**config.mk**
```make
export PLATFORM = sky130hd
export DESIGN_NAME = dsp_mac_writeback
export DESIGN_NICKNAME = d
export VERILOG_FILES = /design/src/rtl/dsp_pkg.sv /design/src/rtl/seq_mul32.sv /design/src/rtl/dsp_mac_writeback.sv
export SDC_FILE = /design/constraint.sdc
export NUM_CORES = 1
export LEC_CHECK = 0
export ABC_CLOCK_PERIOD_IN_PS = 5000
export BUFFER_PORTS_ARGS = -buffer_cell sky130_fd_sc_hd__buf_2
export CAP_MARGIN = 20
export CORE_UTILIZATION = 30
export CTS_BUF_LIST = sky130_fd_sc_hd__clkbuf_8 sky130_fd_sc_hd__clkbuf_16
export DETAILED_ROUTE_END_ITERATION = 16
export SYNTH_ARGS = -nofsm -noshare
export SYNTH_HDL_FRONTEND = slang
export SYNTH_SLANG_ARGS = --single-unit
```
**constraint.sdc**
```tcl
create_clock -name clk -period 5 [get_ports clk]
set_input_delay 1 -clock clk [delete_from_list [all_inputs] [get_ports clk]]
set_output_delay 1 -clock clk [all_outputs]
set_load 0.01 [all_outputs]
```
**src/rtl/dsp_pkg.sv**
```systemverilog
// Shared encodings for the DSP multiply/MAC extension.
// Pure definitions, no logic and no latency.
// No flow control.
package dsp_pkg;

   // Operation select, as presented on the op port
   typedef enum logic [1:0] {
      OP_MUL   = 2'd0,
      OP_MAC   = 2'd1,
      OP_MULH  = 2'd2,
      OP_MULHU = 2'd3
   } dsp_op_t;

   // Engine sequencing states
   typedef enum logic [1:0] {
      S_IDLE = 2'd0,
      S_RUN  = 2'd1,
      S_WB   = 2'd2
   } dsp_state_t;

   // Dedicated DSP register indices in the register file
   localparam logic [4:0] REG_A   = 5'd16;
   localparam logic [4:0] REG_B   = 5'd17;
   localparam logic [4:0] REG_ACC = 5'd18;

endpackage

```
**src/rtl/seq_mul32.sv**
```systemverilog
// 32x32 -> 64 radix-2 shift-add multiplier, optional signed-magnitude mode.
// Latency: 32 cycles after the start edge; last is high during the 32nd step.
// No backpressure: prod holds its final value until the next start.
module seq_mul32 (
   input  logic        clk,
   input  logic        rst_n,
   input  logic        start,
   input  logic        is_signed,
   input  logic [31:0] a,
   input  logic [31:0] b,
   output logic        last,
   output logic [63:0] prod
);

   logic [63:0] mcand;
   logic [31:0] mplier;
   logic [63:0] acc;
   logic [4:0]  cnt;
   logic        neg;
   logic        active;
   logic [31:0] mag_a;
   logic [31:0] mag_b;
   logic [63:0] sum;

   // Operand magnitudes and the partial-product accumulation for this step
   always_comb begin
      mag_a = (is_signed && a[31]) ? -a : a;
      mag_b = (is_signed && b[31]) ? -b : b;
      sum   = acc + (mplier[0] ? mcand : 64'd0);
   end

   // Shift-add datapath: one multiplier bit per cycle, sign fixed on the last step
   always_ff @(posedge clk or negedge rst_n) begin
      if (!rst_n) begin
         mcand  <= '0;
         mplier <= '0;
         acc    <= '0;
         cnt    <= '0;
         neg    <= 1'b0;
         active <= 1'b0;
      end else if (start) begin
         mcand  <= {32'd0, mag_a};
         mplier <= mag_b;
         acc    <= '0;
         cnt    <= '0;
         neg    <= is_signed && (a[31] ^ b[31]);
         active <= 1'b1;
      end else if (active) begin
         mcand  <= mcand << 1;
         mplier <= mplier >> 1;
         cnt    <= cnt + 5'd1;
         if (cnt == 5'd31) begin
            active <= 1'b0;
            acc    <= neg ? -sum : sum;
         end else begin
            acc <= sum;
         end
      end
   end

   assign last = active && (cnt == 5'd31);
   assign prod = acc;

endmodule

```
**src/rtl/dsp_mac_writeback.sv**
```systemverilog
// DSP MUL/MAC/MULH/MULHU engine writing its result to the register file.
// Latency: 33 cycles start-to-write minimum (32 RUN + 1 WB), +1 per stalled cycle.
// Shares the write port with core writeback; core always wins, DSP waits in WB.
module dsp_mac_writeback
   import dsp_pkg::*;
#(
   parameter logic [4:0] RESULT_ADDR = REG_ACC,
   parameter int         XLEN        = 32
) (
   input  logic            clk,
   input  logic            rst_n,
   input  logic            start,
   input  logic [1:0]      op,
   input  logic [XLEN-1:0] r16,
   input  logic [XLEN-1:0] r17,
   input  logic [XLEN-1:0] r18,
   input  logic            core_we,
   input  logic [4:0]      core_rd_addr,
   input  logic [XLEN-1:0] core_rd_data,
   output logic            write_en,
   output logic [4:0]      rd_addr,
   output logic [XLEN-1:0] rd_data,
   output logic            busy,
   output logic            done
);

   dsp_state_t      state;
   dsp_op_t         op_q;
   logic [XLEN-1:0] r18_q;
   logic [XLEN-1:0] result;
   logic            mul_start;
   logic            mul_last;
   logic [63:0]     prod;

   // Multiplier only accepts while idle, so a start during busy is dropped
   assign mul_start = (state == S_IDLE) && start;

   seq_mul32 u_mul (
      .clk       (clk),
      .rst_n     (rst_n),
      .start     (mul_start),
      .is_signed (op == OP_MULH),
      .a         (r16),
      .b         (r17),
      .last      (mul_last),
      .prod      (prod)
   );

   // Result select from the latched op; stays stable while WB is stalled
   always_comb begin
      result = prod[31:0];
      case (op_q)
         OP_MUL:   result = prod[31:0];
         OP_MAC:   result = r18_q + prod[31:0];
         OP_MULH:  result = prod[63:32];
         OP_MULHU: result = prod[63:32];
         default:  result = prod[31:0];
      endcase
   end

   // Sequencer: accept, wait for the multiplier, then wait for a free write slot
   always_ff @(posedge clk or negedge rst_n) begin
      if (!rst_n) begin
         state <= S_IDLE;
         op_q  <= OP_MUL;
         r18_q <= '0;
         busy  <= 1'b0;
         done  <= 1'b0;
      end else begin
         done <= 1'b0;
         case (state)
            S_IDLE: begin
               if (start) begin
                  op_q  <= dsp_op_t'(op);
                  r18_q <= r18;
                  busy  <= 1'b1;
                  state <= S_RUN;
               end
            end
            S_RUN: begin
               if (mul_last) begin
                  state <= S_WB;
               end
            end
            S_WB: begin
               if (!core_we) begin
                  busy  <= 1'b0;
                  done  <= 1'b1;
                  state <= S_IDLE;
               end
            end
            default: state <= S_IDLE;
         endcase
      end
   end

   // Write-port arbitration: core first, then a pending DSP result, else quiet
   always_comb begin
      write_en = 1'b0;
      rd_addr  = '0;
      rd_data  = '0;
      if (core_we) begin
         write_en = 1'b1;
         rd_addr  = core_rd_addr;
         rd_data  = core_rd_data;
      end else if (state == S_WB) begin
         write_en = 1'b1;
         rd_addr  = RESULT_ADDR;
         rd_data  = result;
      end
   end

endmodule

```
==> results.md, run 1 <==
* Switching share of power at 0.485
* WP data arrival at 5290 ps
* Cell count after synthesis at 2,387
* Clock share of power at 0.137
* Reg2Reg Depth at 16
* #FFs+latches synth at a little over 200
* Sw power at 0.00723 W
* Residual DRC count at 0
* GRT Max-Usage Layer: met2
* Final WS setup at 166 ps
* Worst Setup Path Type: register to register
* Most common cell after layout, fill and taps aside: nand2_1
* Max Cap Violations at 0
* Average cell area after synthesis at 7.79 um^2
* Clock Skew at 32.9 ps
* Hold Crit Class: primary input to asynchronous set/reset pin
* Worst-skew pair later-pin latency at 580 ps
* Final Hold Vio Count at 0
* Number of global-route vias before repair at around 17,000
* Leakage at 10.4 nW
* Peak VDD IR at 0.421 mV
* Post-Route WL at 61,100 um
* Worst slack at placement at 14.8 ps
* R2R setup slack at 170 ps
* Crit-path max FO at 20
* Dominant cells by area after synthesis: dfrtp_1, mux2i_1, nand2_1
* Area grow syn2layout at 21.4%
* Initial Util at 0.306
* CP max-delay cell: or4_4
* Final Setup Violations at 0
* Bufs and invs on worst path at 1
* Seq pwr share at 0.224
* Final worst path period share at 0.967
* TritonRoute pass-1 iters at 5
* PwrDens at between 600 and 700 nW/um^2
* Routing usage on met3 at 0.0331
* Biggest area consumer among synthesized cells: dfrtp_1
* Final Max Tran Viols at 0
* First-pass GRT wire length at approximately 97,000 um
* Max incr delay on CP at 600 ps
* Met1 usage at 0.271
* Most frequent cells in the layout: nand2_1, nor2_1, dfrtp_1
* Top delay family on crit path: simple AND/OR/NAND/NOR gates
* Post-synth EDFFs at 0
* Hold-fix buffers at CTS at 0
* Distinct cells, synth at 88
* Part of the Yosys area used for sequential elements at 0.276
* Combinational share of power at 0.639
* CTS H-tree depth at 1
* IO Port Bufs at 178
* Via/cell ratio at about 5.3
* Startpoint Class: register
* Nets@finish at around 2,900
* Layout Cells excl Fill at 3,433
* WP data required at roughly 5500 ps
* FF-to-FF End: u_mul.prod[63]$_DFFE_PN0P_
* Root buffer cell: clkbuf_16
* Worst-path cell chain: buf_4 -> and2_1 -> ha_1 -> a21oi_1 -> o21ai_2 -> a211oi_4 -> o21bai_2 -> a211o_1 -> a31o_1 -> and2_4 -> or4_4 -> or4_4 -> nor4_4 -> nand2_1 -> mux2i_1 -> or3_1
* GRT Total Usage at 0.191
* Most frequent CP cell: or4_4
* Syn Nets at 2,627
* Internal at 0.00768 W
* Met2 usage at 0.299
* Antenna viol nets, final at 0
* Crit end category: register
* Origin of the worst setup path: u_mul.mplier[0]$_DFFE_PN0P_
* Total power at 0.0149 W
* Io pins at 179
* Yosys Warn Count at 0
* Initial antenna violation count at 16
* Synth top area share at 0.276
* Crit path time final at around 4800 ps
* Worst Tran Pin Value at 956 ps
* Die Y-Extent at 251 um
* RD Place Congestion at approximately 0.97
* Fraction of layout cells with a size suffix above 1 at 0.189
* Die width at 251 um
* Initial DRC count at 1,369
* Placed insts at ~3,400
* Ys async rst share at 1.00
* CTS clk-pin slew, worst paths at 60 ps
* CTS Buf Count at 27
* Clock sinks at 205
* Syn Std Cell Area at 18,600 um^2
* Crit path to: u_mul.prod[63]$_DFFE_PN0P_
* Worst path depth at 16
* CTS tree: done
* GRT overflow at 0
* Std-Cell Rows at 90
* Max Fclk at 207 MHz
* Largest net degree at the start of global routing at between 150 and 200
* Die area at 63,000 um^2
* Outcome: completed
* DP HPWL at 47,900 um
* Clock Tree Buf Depth at 3
* Synth Flop Type: dfrtp_1
* Slew HR at 0.363
* Wire length per cell at 17.8 um
* Worst flop-to-flop path startpoint: u_mul.mplier[0]$_DFFE_PN0P_
* Via count at 18,200
* CORE AREA at 60,800 um^2
## power by group through the flow
stage | registers (W) | logic, W | clock network (W)
floorplan | 0.00283 | 0.00647 | 0
global placement | 0.00333 | 0.00884 | 0
detailed placement | 0.00334 | 0.00888 | 0
CTS | 0.00332 | 0.00901 | 0.00209
global route | 0.00344 | 0.0105 | 0.00214
finish | 0.00335 | 0.00952 | 0.00204
## worst register-to-register path: cells and delay by family, from the launching register on
family | cells | cell delay, ps
compound gates | 6 | 1420
fa+ha+maj | 1 | 340
buf+inv | 1 | 210
simple gates | 7 | 2190
mux | 1 | 140
flops | 1 | 440
## sequential cells by signal, summed over array words and instances (netlist names)
register,cells
done,1
op_q,2
r18_q,32
u_mul.prod,64
u_mul.neg,1
u_mul.cnt,5
busy,1
u_mul.active,1
u_mul.mcand,64
state,2
u_mul.mplier,32
## routing by layer
layer,wire [um],vias to the layer above
met5,50,-
li1,-,9064
met3,4400,87
met4,1490,10
met2,26400,570
met1,28800,8505
## metrics by stage
| step | TNS (ps) | util | hold WS, ps | instance area, um^2 |
|---|---|---|---|---|
| floorplan | 0 | - | 447 | 18600 |
| global placement | 0 | 0.347 | 466 | 21100 |
| detailed placement | 0 | 0.347 | 459 | 21100 |
| CTS | 0 | 0.363 | 441 | 22100 |
| global route | -44.1 | 0.371 | 469 | 22600 |
| finish | 0 | 0.371 | 409 | 22600 |
## layout make-up
cell class / count / area (um^2)
fill: 6387 / 38200
multi-input combinational: 2000 / 13200
sequential: 205 / 5150
timing repair buffer: 331 / 2090
tap: 782 / 978
clock buffer: 31 / 731
inverter: 54 / 203
clock inverter: 19 / 201
antenna: 11 / 27.5
## worst min-delay path by stage
| stage | depth (start not counted) | slack [ps] | to |
|---|---|---|---|
| after global routing | 1 | 470 | u_mul.mplier[23]$_DFFE_PN0P_ |
| after CTS | 1 | 440 | u_mul.mplier[23]$_DFFE_PN0P_ |
| final | 1 | 410 | u_mul.mplier[23]$_DFFE_PN0P_ |
| after detailed placement | 2 | 460 | busy$_DFFE_PN0P_ |
| after floorplan | 1 | 450 | state[0]$_DFFE_PN0P_ |
| after global placement | 2 | 470 | busy$_DFFE_PN0P_ |
## cells in the mapped netlist (4+ instances only)
master / instances
nand2_1: 335
nor2_1: 216
dfrtp_1: 205
o21ai_0: 195
a21oi_1: 189
mux2i_1: 127
clkbuf_1: 112
xnor2_1: 101
ha_1: 99
and2_1: 81
xor2_1: 73
a211oi_1: 56
inv_1: 54
nand3_1: 46
nor3_1: 39
a21o_1: 37
nand4_1: 28
or3_1: 27
a31oi_1: 24
nor2b_1: 22
o211ai_1: 22
nand2b_1: 20
o31ai_1: 20
o21a_1: 18
nor4_1: 17
o21bai_1: 17
and3_1: 16
o21ai_1: 16
or2_2: 12
a311oi_1: 11
and4_1: 8
buf_1: 8
nor3b_1: 8
a41oi_1: 7
buf_2: 7
o41ai_1: 7
a211o_1: 6
a2111oi_0: 5
nand3b_1: 5
a211oi_2: 4
a221o_1: 4
mux2_2: 4
## logic make-up (layout without fill, tap and decap cells)
logic type	count (synthesis)	after routing	share of synthesized area
simple gates	905	905	0.232
compound gates	689	689	0.233
flops	205	205	0.276
buf+inv	182	435	0.0374
xor+xnor	174	174	0.0819
mux	131	131	0.0708
fa+ha+maj	101	101	0.0688
other cells	0	11	0
## what timing repair did
action	4_1_cts	5_1_grt
pin swaps	3	31
endpoints found under the setup margin	6	31
buffers inserted	3	11
resized for setup	14	88
(Power assumes the default switching activity.)
==> run 2, diff against run 1 <==
Settings changed: ABC_AREA set to 1.
==> run 2 against run 1 <==
Net effect:
- largest cell class unchanged
- sequential share of layout area shrank 1.4 points
- fmax up 3.3%
- cell area increased by 6.2%
- first-iteration DRC count up 56%
- sequential power shrank 8.7%
- global-route usage up 3.8 points
- non-clock buffer count is 132 lower
- clock power hardly changed
==> results.md, run 2 <==
* Total power at 0.0131 W
* Worst-skew pair later-pin latency at approximately 600 ps
* Top delay family on crit path: compound AO/OA/AOI/OAI gates
* Crit-path max FO at 4
* Max incr delay on CP at around 410 ps
* Crit end category: primary output
* Area grow syn2layout at 13.5%
* Most frequent CP cell: nand2_1
* Worst Tran Pin Value at ~970 ps
* Dominant cells by area after synthesis: dfrtp_1, nand2_1, inv_1
* Yosys Warn Count at 0
* Worst hold slack at 486 ps
* Final worst path period share at 0.936
* Setup repair after global routing missed its margin: no
* Ys async rst share at 1.00
* Final Setup Violations at 0
* Via/cell ratio at 4.94
* Peak VDD IR at 0.388 mV
* Final Hold Vio Count at 0
* Syn Nets at between 3,000 and 4,000
* RD Place Congestion at ~1
* Distinct cells, synth at 50
* Most frequent cells in the layout: nand2_1, inv_1, nor2_1
* Io pins at between 150 and 200
* Largest net degree at the start of global routing at 113
* Bufs and invs on worst path at 2
* Slew HR at 0.355
* Layout Cells excl Fill at 4,688
* CTS H-tree depth at 1
* Antenna viol nets, final at 0
* Outcome: completed
* WP data required at 4000 ps
* Met3 WL at 5330 um
* Hold Crit Class: primary input to asynchronous set/reset pin
* Number of global-route vias before repair at 21,200
* Initial DRC count at 2,138
* GRT Total Usage at 0.228
* Clock Skew at 37.8 ps
* Wire length per cell at 17.5 um
* CORE AREA at 69,200 um^2
* Worst Setup Path Type: register to primary output
* Startpoint Class: register
* First-pass GRT wire length at 126,000 um
* WP data arrival at 3680 ps
* DP HPWL at 67,300 um
* Reg2Reg Depth at 21
* Root buffer cell: clkbuf_16
* Hold-fix buffers at CTS at 0
* Leakage at 13.4 nW
* Die Y-Extent at 267 um
* CTS Buf Count at 27
* Via count at 23,200
* Nets@finish at 3,979
* Syn Std Cell Area at 21,100 um^2
* Initial antenna violation count at 3
* TritonRoute pass-1 iters at 6
* Synth Flop Type: dfrtp_1
* GRT overflow at 0
* Clock Tree Buf Depth at 3
* Max Fclk at 214 MHz
* Worst flop-to-flop path startpoint: u_mul.mplier[0]$_DFFE_PN0P_
* Residual DRC count at 0
* Crit path time final at 4680 ps
* Initial Util at 0.305
* Clock sinks at between 200 and 250
* Synth top area share at 0.243
* FF-to-FF End: u_mul.prod[47]$_DFFE_PN0P_
* PwrDens at 546 nW/um^2
* Std-Cell Rows at 96
* Placed insts at 4,641
* Most common cell after layout, fill and taps aside: nand2_1
* Top Layer Used: met5
* Part of the Yosys area used for sequential elements at 0.243
* Max Cap Violations at 0
* IO Port Bufs at ~180
* Commonest cells in the netlist: nand2_1, inv_1, nor2_1, dfrtp_1, nand3_1
* R2R setup slack at about 1100 ps
* Setup TNS at 0 ps
* Post-Route WL at 82,000 um
* Biggest area consumer among synthesized cells: dfrtp_1
* Fraction of layout cells with a size suffix above 1 at 0.110
* Worst slack at placement at roughly 900 ps
* Setup bufs post-CTS at 0
* CTS tree: done
* Average cell area after synthesis at 5.88 um^2
* Met2 WL at 36,600 um
* Final Max Tran Viols at 0
* Die width at 267 um
* #FFs+latches synth at 205
* Die area at 71,500 um^2
* CTS clk-pin slew, worst paths at around 60 ps
* Worst-path cell chain: ha_1 -> fa_1 -> nand2_1 -> nand2_1 -> o21ai_0 -> o21ai_0 -> nand2_1 -> nand2_1 -> a21oi_1 -> inv_1 -> nand2_1 -> nand2_1 -> a21boi_1 -> o21ai_0 -> a21oi_1 -> o21ai_0 -> nand2_1 -> nand2_1 -> buf_2
* CP max-delay cell: fa_1
* Post-synth EDFFs at 0
* Cell count after synthesis at ~3,600
* Final WS setup at 320 ps
* Post-route met1 wirelength at approximately 38,000 um
* Most common cell in the synthesized netlist: nand2_1
-- run 2: power breakdown --
| part | switching [W] | internal [W] | leakage [nW] |
|---|---|---|---|
| logic | 0.00548 | 0.00252 | 10.3 |
| clock network | 0.000848 | 0.00119 | 0.455 |
| registers | 0.000770 | 0.00229 | 2.64 |
-- run 2: layout make-up --
cell class / count / area [um^2]
diodes: 1 / 2.50
clock buffers: 34 / 772
clock inverters: 12 / 130
fillers: 7810 / 45200
inverters: 670 / 2510
multi-input cells: 2636 / 13200
flip-flops and latches: 205 / 5130
well taps: 931 / 1160
repair buffers: 199 / 1080
-- run 2: logic make-up after synthesis --
logic type,after synthesis,share of synthesized area
fa+ha+maj,101,0.0605
flops,205,0.243
compound gates,492,0.141
buf+inv,755,0.134
simple gates,1999,0.403
xor+xnor,44,0.0182
-- run 2: timing repair --
action	4_1_cts	5_1_grt
endpoints found under the hold margin	0	0
setup endpoints to repair	0	1
resized for setup	0	1
-- run 2: metal layers --
layer / vias to the layer above / GRT usage
li1: 11700 / -
met1: 10600 / 0.317
met4: 4 / 0.0630
met3: 107 / 0.0265
met5: - / 0
met2: 750 / 0.371
-- run 2: stage by stage --
step,util,area [um^2]
floorplan,-,21100
global placement,0.334,23100
detailed placement,0.334,23100
CTS,0.347,24000
global route,0.347,24000
finish,0.347,24000
-- run 2: worst max path at each step --
stage / startpoint / end / cells past startpoint
2_1_floorplan: u_mul.prod[2]$_DFFE_PN0P_ / rd_data[20] / 18
6_report: u_mul.prod[0]$_DFFE_PN0P_ / rd_data[26] / 19
5_1_grt: r18_q[0]$_DFFE_PN0P_ / rd_data[26] / 19
3_3_place_gp: u_mul.prod[0]$_DFFE_PN0P_ / rd_data[26] / 19
3_5_place_dp: u_mul.prod[0]$_DFFE_PN0P_ / rd_data[26] / 19
4_1_cts: u_mul.prod[0]$_DFFE_PN0P_ / rd_data[26] / 19
==> run 3, diff against run 2 <==
Settings changed: CORE_ASPECT_RATIO set to 1.1, CORE_UTILIZATION 30 to 56, MAX_ROUTING_LAYER set to met4, PLACE_DENSITY set to 0.78.
==> run 3 against run 2 <==
Net effect:
- hold slack improved by 2.2 ps
- combinational power rose by 7.5%
- sequential power barely moved
- flip-flop and latch count did not move
- die area fell by 46%
- non-clock buffer count rose by 6
==> results.md, run 3 (same netlist as run 2, synthesis figures left out) <==
* Setup repair after global routing missed its margin: no
* Antenna viol nets, final at 0
* Nets@finish at 3,983
* Setup TNS at 0 ps
* CTS H-tree depth at 1
* CORE AREA at 37,100 um^2
* Clock Skew at 28.2 ps
* Post-Route WL at 89,100 um
* Die area at 38,500 um^2
* Slew HR at 0.293
* Final worst path period share at 0.972
* Setup bufs post-CTS at 0
* CTS tree: done
* Max incr delay on CP at roughly 400 ps
* Peak VDD IR at around 0.33 mV
* WP data arrival at between 3000 and 4000 ps
* DP Area at 22,600 um^2
* Worst Setup Path Type: register to primary output
* Max Fclk at 206 MHz
* First-pass GRT wire length at between 100,000 and 150,000 um
* Hold-fix buffers at CTS at 0
* Hold Crit Class: register to register
* Clock Tree Buf Depth at 3
* Startpoint Class: register
* Crit end category: primary output
* GRT Total Usage at 0.472
* Area grow syn2layout at 10.9%
* Initial antenna violation count at 1
* PwrDens at roughly 580 nW/um^2
* RD Place Congestion at 1.10
* Root buffer cell: clkbuf_16
* CTS Buf Count at 25
* Worst-path cell chain: ha_1 -> a21oi_1 -> nand2_1 -> a21oi_1 -> o21ai_0 -> nand2_1 -> nand2_1 -> nand2_1 -> nand2_1 -> a21boi_0 -> o21ai_0 -> xor2_1 -> o21ai_0 -> nand2_1 -> buf_2
* Leakage at 13.4 nW
* Residual DRC count at 0
* CTS clk-pin slew, worst paths at ~60 ps
* Crit-path max FO at 4
* Crit path time final at 4860 ps
* Final Setup Violations at 0
* WP data required at 4000 ps
* Die Y-Extent at 206 um
* Die width at between 150 and 200 um
* TritonRoute pass-1 iters at 8
* Most frequent CP cell: nand2_1
* Fraction of layout cells with a size suffix above 1 at 0.112
* Worst-skew pair later-pin latency at 570 ps
* Number of global-route vias before repair at 22,500
* Clock sinks at 205
* Wire length per cell at 20.9 um
* Largest net degree at the start of global routing at ~100
* Initial Util at 0.569
* Most common cell after layout, fill and taps aside: nand2_1
* CP max-delay cell: dfrtp_1
* DP HPWL at 72,500 um
* Final Hold Vio Count at 0
* Via/cell ratio at ~5.8
* Most frequent cells in the layout: nand2_1, inv_1, nor2_1
* Max Cap Violations at 0
* Post-CTS sizing at 0
* IO Port Bufs at 178
* Outcome: completed
* Final Max Tran Viols at 0
* Worst Tran Pin Value at roughly 1100 ps
* Std-Cell Rows at between 70 and 80
* R2R setup slack at between 300 and 400 ps
* Initial DRC count at 3,272
* Via count at 24,800
* GRT overflow at 0
* Fillers at 3,682
* Io pins at 179
* Design area at approximately 23,000 um^2
-- run 3: layer usage --
layer,part of all wire,routed length [um],track usage,up-vias
li1,-,-,-,11700
met1,0.40,35400,0.610,11300
met2,0.41,36800,0.690,1553
met3,0.13,11900,0.115,252
met4,0.056,5020,0.229,0
met5,0,0,-,-
-- run 3: critical path: cells and delay by family (launching register included) --
| kind | cells | cell delay, ps |
|---|---|---|
| AO/OA/AOI/OAI | 6 | 1620 |
| AND/OR/NAND/NOR | 6 | 590 |
| flip-flops | 1 | 410 |
| adder cells (fa/ha/maj) | 1 | 340 |
| XOR/XNOR | 1 | 170 |
| buffers and inverters | 1 | 170 |
-- run 3: final timing paths --
path	start	endpoint	cells after the start
min in group asynchronous	rst_n	u_mul.mcand[39]$_DFFE_PN0P_	1
max	u_mul.prod[2]$_DFFE_PN0P_	rd_data[25]	15
min	u_mul.mplier[18]$_DFFE_PN0P_	u_mul.mplier[17]$_DFFE_PN0P_	2
max reg2reg	u_mul.mplier[0]$_DFFE_PN0P_	u_mul.prod[55]$_DFFE_PN0P_	23
min reg2reg	u_mul.mplier[18]$_DFFE_PN0P_	u_mul.mplier[17]$_DFFE_PN0P_	2
max in group asynchronous	rst_n	u_mul.prod[41]$_DFFE_PN0P_	2
-- run 3: where the power goes --
group | switching, W | total [W] | internal (W)
registers | 0.000792 | 0.00308 | 0.00229
logic | 0.00607 | 0.00860 | 0.00253
clock network | 0.000832 | 0.00192 | 0.00109
-- run 3: final cells by class --
class,instances,area [um^2],share of cell area
clock buffers,29,681,0.0290
repair buffers,205,1130,0.0481
well taps,494,618,0.0264
flip-flops and latches,205,5130,0.219
inverters,670,2510,0.107
clock inverters,17,166,0.00710
multi-input cells,2636,13200,0.563
diodes,1,2.50,0.000107
-- run 3: through the flow --
step | std cells | utilization | setup WS, ps | hold slack [ps] | power, W
finish | 4257 | 0.631 | 138 | 489 | 0.0136
global route | 4257 | 0.631 | 12.8 | 511 | 0.0144
CTS | 4256 | 0.631 | 214 | 490 | 0.0132
detailed placement | 4210 | 0.608 | 584 | 473 | 0.0112
global placement | 4210 | 0.608 | 626 | 465 | 0.0112
floorplan | 3596 | - | 1490 | 453 | 0.00840
